### src/rtl/irq_ctl_pkg.sv
// Shared definitions for the interrupt controller: register map and FSM state encoding.
package irq_ctl_pkg;

  localparam logic [1:0] ADDR_PEND   = 2'd0;
  localparam logic [1:0] ADDR_MASK   = 2'd1;
  localparam logic [1:0] ADDR_BASE   = 2'd2;
  localparam logic [1:0] ADDR_STATUS = 2'd3;

  typedef enum logic [1:0] {
    IDLE    = 2'd0,
    REQ     = 2'd1,
    SERVICE = 2'd2
  } state_t;

endpackage

### src/rtl/irq_ctl_if.sv
// Bundle of the source lines, core request/ack handshake and register port.
interface irq_ctl_if #(parameter int N_IRQ = 8);
  logic [N_IRQ-1:0] src_i;
  logic             iack_i;
  logic             irq_o;
  logic [31:0]      irq_addr_o;
  logic [1:0]       reg_addr_i;
  logic             reg_we_i;
  logic [31:0]      reg_wdata_i;
  logic [31:0]      reg_rdata_o;
  logic             busy_o;

  modport master (
    output src_i, iack_i, reg_addr_i, reg_we_i, reg_wdata_i,
    input  irq_o, irq_addr_o, reg_rdata_o, busy_o
  );

  modport slave (
    input  src_i, iack_i, reg_addr_i, reg_we_i, reg_wdata_i,
    output irq_o, irq_addr_o, reg_rdata_o, busy_o
  );
endinterface

### src/rtl/irq_prio_enc.sv
// Lowest-index-first priority encoder; index 0 has the highest priority.
module irq_prio_enc #(
  parameter int N_IRQ = 8
) (
  input  logic [N_IRQ-1:0] req,
  output logic             valid,
  output logic [3:0]       index
);

  always_comb begin
    valid = |req;
    index = '0;
    for (int i = N_IRQ - 1; i >= 0; i--) begin
      if (req[i]) index = 4'(i);
    end
  end

endmodule

### src/rtl/irq_ctl.sv
// Edge-capturing interrupt controller with mask, fixed priority and a
// request/ack/service/EOI sequence towards a single-input core.
//
// state   | meaning
// IDLE    | arbitrating PEND & MASK each cycle
// REQ     | irq_o high, vector latched, waiting for iack
// SERVICE | handler running, waiting for EOI write to STATUS
module irq_ctl
  import irq_ctl_pkg::*;
#(
  parameter int          N_IRQ     = 8,
  parameter int          VEC_SHIFT = 4,
  parameter logic [31:0] RST_BASE  = 32'h0000_0050
) (
  input logic       clk,
  input logic       rst,
  irq_ctl_if.slave  bus
);

  localparam logic [31:0] BASE_MASK = ~((32'd1 << (VEC_SHIFT + 4)) - 32'd1);

  state_t           state, state_n;
  logic [N_IRQ-1:0] prev, pend, pend_n, mask, edges, cand;
  logic [31:0]      base, vec;
  logic [3:0]       act, win;
  logic             win_vld, eoi, ack;

  assign edges = bus.src_i & ~prev;
  assign cand  = pend & mask;
  assign eoi   = bus.reg_we_i && (bus.reg_addr_i == ADDR_STATUS);
  assign ack   = bus.iack_i && (state == REQ);

  irq_prio_enc #(.N_IRQ(N_IRQ)) u_enc (
    .req   (cand),
    .valid (win_vld),
    .index (win)
  );

  always_comb begin
    state_n = state;
    case (state)
      IDLE:    if (win_vld) state_n = REQ;
      REQ:     if (bus.iack_i) state_n = SERVICE;
      SERVICE: if (eoi) state_n = IDLE;
      default: state_n = IDLE;
    endcase
  end

  // Priority: software clear < new edge < acknowledge clear of the active source.
  always_comb begin
    pend_n = pend;
    if (bus.reg_we_i && bus.reg_addr_i == ADDR_PEND)
      pend_n = pend_n & ~bus.reg_wdata_i[N_IRQ-1:0];
    pend_n = pend_n | edges;
    if (ack) begin
      for (int k = 0; k < N_IRQ; k++) begin
        if (act == 4'(k)) pend_n[k] = 1'b0;
      end
    end
  end

  always_ff @(posedge clk or negedge rst) begin
    if (!rst) begin
      state <= IDLE;
      prev  <= '0;
      pend  <= '0;
      mask  <= '0;
      base  <= RST_BASE;
      vec   <= RST_BASE;
      act   <= '0;
    end else begin
      state <= state_n;
      prev  <= bus.src_i;
      pend  <= pend_n;
      if (bus.reg_we_i && bus.reg_addr_i == ADDR_MASK) mask <= bus.reg_wdata_i[N_IRQ-1:0];
      if (bus.reg_we_i && bus.reg_addr_i == ADDR_BASE) base <= bus.reg_wdata_i & BASE_MASK;
      if (state == IDLE && win_vld) begin
        act <= win;
        vec <= base + ({28'd0, win} << VEC_SHIFT);
      end
    end
  end

  assign bus.irq_o      = (state == REQ);
  assign bus.busy_o     = (state != IDLE);
  assign bus.irq_addr_o = vec;

  always_comb begin
    bus.reg_rdata_o = '0;
    case (bus.reg_addr_i)
      ADDR_PEND:   bus.reg_rdata_o[N_IRQ-1:0] = pend;
      ADDR_MASK:   bus.reg_rdata_o[N_IRQ-1:0] = mask;
      ADDR_BASE:   bus.reg_rdata_o = base;
      ADDR_STATUS: bus.reg_rdata_o[6:0] = {bus.busy_o, state, act};
      default:     bus.reg_rdata_o = '0;
    endcase
  end

endmodule
### src/flat_wrapper.sv
// flat-port wrapper written by rule: the top's interface ports become plain ports
module irq_ctl_flat import irq_ctl_pkg::*;
#(
  parameter int          N_IRQ     = 8,
  parameter int          VEC_SHIFT = 4,
  parameter logic [31:0] RST_BASE  = 32'h0000_0050
)
  (clk, rst, bus_src_i, bus_iack_i, bus_reg_addr_i, bus_reg_we_i, bus_reg_wdata_i, bus_irq_o, bus_irq_addr_o, bus_reg_rdata_o, bus_busy_o);
  irq_ctl_if #(.N_IRQ(N_IRQ)) bus_i ();
  input logic clk;
  input logic rst;
  input wire logic [$bits(bus_i.src_i)-1:0] bus_src_i;
  input wire logic [$bits(bus_i.iack_i)-1:0] bus_iack_i;
  input wire logic [$bits(bus_i.reg_addr_i)-1:0] bus_reg_addr_i;
  input wire logic [$bits(bus_i.reg_we_i)-1:0] bus_reg_we_i;
  input wire logic [$bits(bus_i.reg_wdata_i)-1:0] bus_reg_wdata_i;
  output wire logic [$bits(bus_i.irq_o)-1:0] bus_irq_o;
  output wire logic [$bits(bus_i.irq_addr_o)-1:0] bus_irq_addr_o;
  output wire logic [$bits(bus_i.reg_rdata_o)-1:0] bus_reg_rdata_o;
  output wire logic [$bits(bus_i.busy_o)-1:0] bus_busy_o;
  assign bus_i.src_i = bus_src_i;
  assign bus_i.iack_i = bus_iack_i;
  assign bus_i.reg_addr_i = bus_reg_addr_i;
  assign bus_i.reg_we_i = bus_reg_we_i;
  assign bus_i.reg_wdata_i = bus_reg_wdata_i;
  assign bus_irq_o = bus_i.irq_o;
  assign bus_irq_addr_o = bus_i.irq_addr_o;
  assign bus_reg_rdata_o = bus_i.reg_rdata_o;
  assign bus_busy_o = bus_i.busy_o;
  irq_ctl #(.N_IRQ(N_IRQ), .VEC_SHIFT(VEC_SHIFT), .RST_BASE(RST_BASE)) u_core (.clk(clk), .rst(rst), .bus(bus_i));
endmodule
### config.mk
export PLATFORM = sky130hd
export DESIGN_NAME = irq_ctl_flat
export DESIGN_NICKNAME = d
export VERILOG_FILES = /design/src/rtl/irq_ctl_pkg.sv /design/src/rtl/irq_ctl_if.sv /design/src/rtl/irq_prio_enc.sv /design/src/rtl/irq_ctl.sv /design/src/flat_wrapper.sv
export SDC_FILE = /design/constraint.sdc
export NUM_CORES = 1
export LEC_CHECK = 0
export CAP_MARGIN = 20
export CORE_UTILIZATION = 45
export DETAILED_ROUTE_END_ITERATION = 7
export GPL_TIMING_DRIVEN = 0
export PLACE_DENSITY = 0.85
export SLEW_MARGIN = 15
export SYNTH_ARGS = -nofsm -noshare
export SYNTH_HDL_FRONTEND = slang
export SYNTH_HIERARCHICAL = 1
export SYNTH_SLANG_ARGS = --single-unit
### constraint.sdc
create_clock -name clk -period 4.75 [get_ports clk]
set_input_delay 0.95 -clock clk [delete_from_list [all_inputs] [get_ports clk]]
set_output_delay 0.95 -clock clk [all_outputs]
set_load 0.05 [all_outputs]
# Yosys cells after proc, flatten, opt, wreduce, memory -nomap -nowiden
# Cells that the tools add are included.
[totals]
input_bits = 46
output_inout_bits = 66
regBits = 88
word_cells = 66
[classes]
muxes = 25
n_addsub = 1
reduce_logical = 12
bitwise_logic = 6
n_eq_ne = 15
[op_table]
columns = ["cell", "count"]
rows = [
  ["$add A32 B8 Y32", 1],
  ["$mux W4", 7],
  ["$pmux W7 S4", 1],
  ["$and A8 B8 Y8", 3],
  ["$mux W24", 1],
  ["$eq A4 B3 Y1 const B", 4],
  ["$mux W8", 2],
  ["$not A8 Y8", 2],
  ["$eq A4 B2 Y1 const B", 2],
  ["$mux W1", 8],
  ["$or A8 B8 Y8", 1],
  ["$reduce_or A8 Y1", 1],
  ["$eq A2 B2 Y1 const B", 3],
  ["$logic_and A1 B1 Y1", 6],
  ["$mux W2", 3],
  ["$pmux W2 S3", 1],
  ["$eq A2 B1 Y1 const B", 2],
  ["$eq A4 B1 Y1 const B", 1],
  ["$logic_not A2 Y1", 2],
  ["$logic_not A4 Y1", 1],
  ["$ne A2 B1 Y1 const B", 2],
  ["$mux W3", 1],
  ["$reduce_and A3 Y1", 1],
  ["$ne A2 B2 Y1 const B", 1],
  ["2 further kinds", 2],
]

# Logic depth before layout (Yosys ltp)
[logic_depth]
word_depth = 10
ltp_mapped = 11
depth_no_buf = 11

# Hierarchy
# The synthesis kept the hierarchy.
[modules_own_cells]
columns = ["module", "area_each_um2", "cells_per_inst", "seq_area_each_um2", "instances"]
rows = [
  ["irq_ctl", 4120.2, 387, 2080.7, 1],
  ["irq_prio_enc", 92.6, 15, 0.0, 1],
]

# Least setup slack after synthesis
# No wires, ideal clock.
[synth_timing]
kind = "in2out"
from = "input bus_reg_addr_i[0]"
to = "output bus_reg_rdata_o[6]"
t_arrival_ns = 2.571
t_required_ns = 3.800
path_buffers = 2
path_slack_ns = 1.229
stages = 4
cell_sequence = "buf_1 -> clkbuf_1 -> nand2_1 -> a31oi_1"
[synth_between]
elab_chain_len = 2
word_cells_on_any_way = 5
cone_classes = "eq/ne: 3; mux: 1; reduce/logical: 1"
[synth_rtl]
columns = ["item", "line", "rtl"]
rows = [
  ["start: declaration", "flat_wrapper.sv:14", "input wire logic [$bits(bus_i.reg_addr_i)-1:0] bus_reg_addr_i;"],
  ["$eq A2 B2 Y1 (tied with other cells)", "irq_ctl.sv:90", "case (bus.reg_addr_i)"],
  ["$pmux W7 S4 (*)", "irq_ctl.sv:90", ""],
  ["end: declaration", "flat_wrapper.sv:19", "output wire logic [$bits(bus_i.reg_rdata_o)-1:0] bus_reg_rdata_o;"],
]
# Every way passes the cells marked *; elsewhere a longest branch is shown, timed or not.

# Worst setup path in the final report
# Same ends and word-level chain as after synthesis.

==> key figures <==
Critical path
  • R2r startpoint: u_core/pend[4]
  • Worst Path Required: roughly 3.8 ns
  • Crit path depth: 6
  • Delay-heaviest family, CP: buffers and inverters
  • CP most frequent cell: clkdlybuf4s50_1
  • Flop-to-flop setup slack: 2.37 ns
  • CP peak stage delay: 0.83 ns
  • Reg2reg end: u_core/state[0]
  • R2R depth: 7
  • Crit path capture type: primary output
  • Crit path max fanout: 10
  • Cell Chain, Critical Path: clkdlybuf4s50_1, buf_1, clkbuf_1, nand2_1, a31oi_1, clkdlybuf4s50_1
  • Slowest-stage cell, CP: clkdlybuf4s50_1
  • Startpoint types: input pin
  • WP buf/inv: 4
  • CP arrival: 3.68 ns
  • Crit path kind: input pin to primary output

Floorplan
  • Die Ht: a little under 100 um
  • Core footprint: around 0.0089 sq mm
  • Die W: a little under 100 um
  • Number of I/O pins: roughly 110
  • Die ar.: about 0.0098 sq mm
  • # rows: 34
  • Starting Density: a little under half

Clock tree
  • CTS tree: done
  • Reg clk slew, reported paths: about 0.08 ns
  • # resized after CTS: 0
  • CTS Buffer Depth: 2
  • Clock Tree Root: clkbuf_8
  • CTS Sinks: 83
  • CTS Buf Count: 9
  • Hold-fix buffers, CTS: 0
  • CTS H-tree depth: 3
  • Setup Buffers After CTS: 0
  • Worst-skew pair later-pin latency: ~0.36 ns

Drt
  • Antenna viol nets, final: 0
  • Vias post-DR: around 3.4k
  • Drt first pass iters: 5
  • Iter 0 DRT Violations: about 170
  • DRC Markers: 0
  • DR vias/cell: ~5.4
  • Routed WL: between 10000 and 15000 um
  • DR WL/cell: roughly 17 um

Synthesis
  • Post-synth EDFFs: 0
  • Ys Warns: 6
  • Unique masters post-synth: 46
  • Top_reg_cell synth: dfrtp_1
  • Synth Instances: 402
  • Register bit count reported by yosys: between 80 and 90
  • Dominant cell type by area after synthesis: dfrtp_1
  • Synth top area cells: dfrtp_1 48%, mux2_2 10%, xnor2_1 4.8%
  • Async set-reset flop share out of synthesis: between 90% and 100%
  • Syn_area_per_cell: between 10 and 15 sq um
  • Sequential area share after synthesis: between 40 and 50%
  • Top-area cell type share of the netlist area: 47.5%
  • Mapped Area: between 0.004 and 0.005 sq mm

Placed design
  • DP HPWL: 7930 um
  • Gp weighted congestion: about 0.94
  • Number of port buffers: around 110
  • Placed Area: ~0.0054 sq mm

STA
  • Slew Viols, Final: 0
  • Final setup vio count: 0
  • Worst Max-Slew Pin Slew: 0.736 ns
  • Slew Limit Headroom: approximately half
  • Period Utilization, post-route: 97.4%
  • Minimum clock period: roughly 4.6 ns
  • Max frequency: between 0.2 and 0.25 GHz
  • Clock skew: 0.00750 ns
  • RSZ-0062 raised after global routing: false
  • Hold Fails Final Rpt: 0

Power and ir drop
  • PwrDens: 563 mW/mm^2
  • Leak Pwr: roughly 2.3 nW
  • VDD IR max: 0.000259 V

GRT
  • Vias in the first global route: approximately 3.5k
  • Grt ovf: 0
  • Total GRT Usage: between 20 and 25%
  • Largest net degree at the start of global routing: 58
  • Initial antenna violation count: 0
  • Global-route wire length before repair: about 17000 um

Min path
  • Cells on Worst Hold Path: 2
  • Hold_sp: u_core/bus.irq_addr_o[6]
  • Worst Hold Path EP: u_core/bus.irq_addr_o[6]
  • Hold Crit Class: register to register

Layout
  • Final core occ: 64.0%
  • Layout cells sized above 1: between 10% and 20%
  • Ant. Diodes: 0
  • Post-route cell area: 0.00569 sq mm
  • # nets final: about 570
  • Area added between synthesis and finish: 35.1%

Flow run
  • Max Cap Violations: 0

Status
  • Status: finished, final reports clean
## report_power, final
group / leakage [nW] / switching (mW) / internal (mW)
sequential: 0.979 / 0.184 / 0.923
clock: 0.113 / 0.256 / 0.350
combinational: 1.23 / 0.959 / 0.532
total: 2.32 / 1.40 / 1.80
## state kept, by name, summed over array words and instances, names as in the netlist
signal and count:
u_core/bus.irq_addr_o 28, u_core/base 25, u_core/mask 8, u_core/pend 8
u_core/prev 8, u_core/act 4, u_core/state 2
## Yosys cell counts, types with 2 or more instances
cell type and count:
buf_4 5, ha_1 3, nand4_1 4, nand3b_1 2
buf_6 2, dfrtp_1 80, nand2_1 48, a31oi_1 3
a211oi_1 3, nor3_1 6, o21ai_0 24, o21ai_1 8
conb_1 2, and2_1 32, xnor2_1 23, inv_1 9
mux2i_1 6, nor3b_1 2, a21oi_1 17, dfstp_2 3
buf_1 2, nor2b_1 15, nor2_1 12, nor4_2 3
buf_2 2, nor4_4 4, clkbuf_1 12, xor2_1 3
mux2_2 38, nand3_1 12, nor4_1 2
## stage by stage
step           worst slack, ns  setup TNS, ns  cells  hold slack [ns]  power [mW]
2_1_floorplan             1.23              0    405            0.492        2.07
3_3_place_gp           -0.0833          -6.25    619            0.463        2.55
3_5_place_dp             0.151              0    620            0.470        2.60
4_1_cts                  0.141              0    636            0.484        3.21
5_1_grt                 0.0228              0    637            0.522        3.36
6_report                 0.122              0    637            0.482        3.20
## tightest hold or removal path, delay by kind of cell, from the launching register on
family / cells / cell delay (ns)
AND/OR/NAND/NOR: 1 / 0.04
flip-flops: 1 / 0.37
AO/OA/AOI/OAI: 1 / 0.07
## cell type report
cell class	instances	area, sq um
tap	108	135
fill	698	3200
multi-input combinational	290	1990
inverter	9	33.8
clock buffer	10	128
sequential	83	2080
clock inverter	6	114
buffer	23	123
timing repair buffer	108	1090
## worst max-delay path by stage
| stage | from | endpoint |
|---|---|---|
| floorplan | bus_reg_addr_i[0] | bus_reg_rdata_o[6] |
| global placement | rst | u_core/bus.irq_addr_o[15] |
| detailed placement | bus_reg_addr_i[0] | bus_reg_rdata_o[6] |
| CTS | bus_reg_addr_i[0] | bus_reg_rdata_o[6] |
| global route | bus_reg_addr_i[0] | bus_reg_rdata_o[5] |
| finish | bus_reg_addr_i[0] | bus_reg_rdata_o[6] |
## metal layers
layer | wire length (um) | part of all wire, % | vias to the layer above | track usage (%)
met5 | 0 | 0 | - | 0
met4 | 310 | 2.9 | 0 | 10.9
met3 | 663 | 6.2 | 25 | 5.04
met2 | 5290 | 49 | 147 | 37.6
met1 | 4430 | 41 | 1654 | 28.6
li1 | - | - | 1603 | -
## cell families after synthesis
family | synth area share, %
AO/OA/AOI/OAI | 7.75
buffers and inverters | 3.71
other | 0.178
XOR/XNOR | 5.41
multiplexers | 11.6
flip-flops | 49.4
AND/OR/NAND/NOR | 21.1
adder cells (fa/ha/maj) | 0.891
## placed cells by master, fill, tap and decap left out, drive strengths merged, types with 12 or more instances in the layout
master         count
nor2              12
buf               13
o21ai             32
clkdlybuf4s50    105
nand3             13
mux2              38
a21oi             17
nand2             48
xnor2             23
nor2b             15
dfrtp             80
and2              33
clkbuf            23
Note: power is estimated with default switching activity, not from simulation.
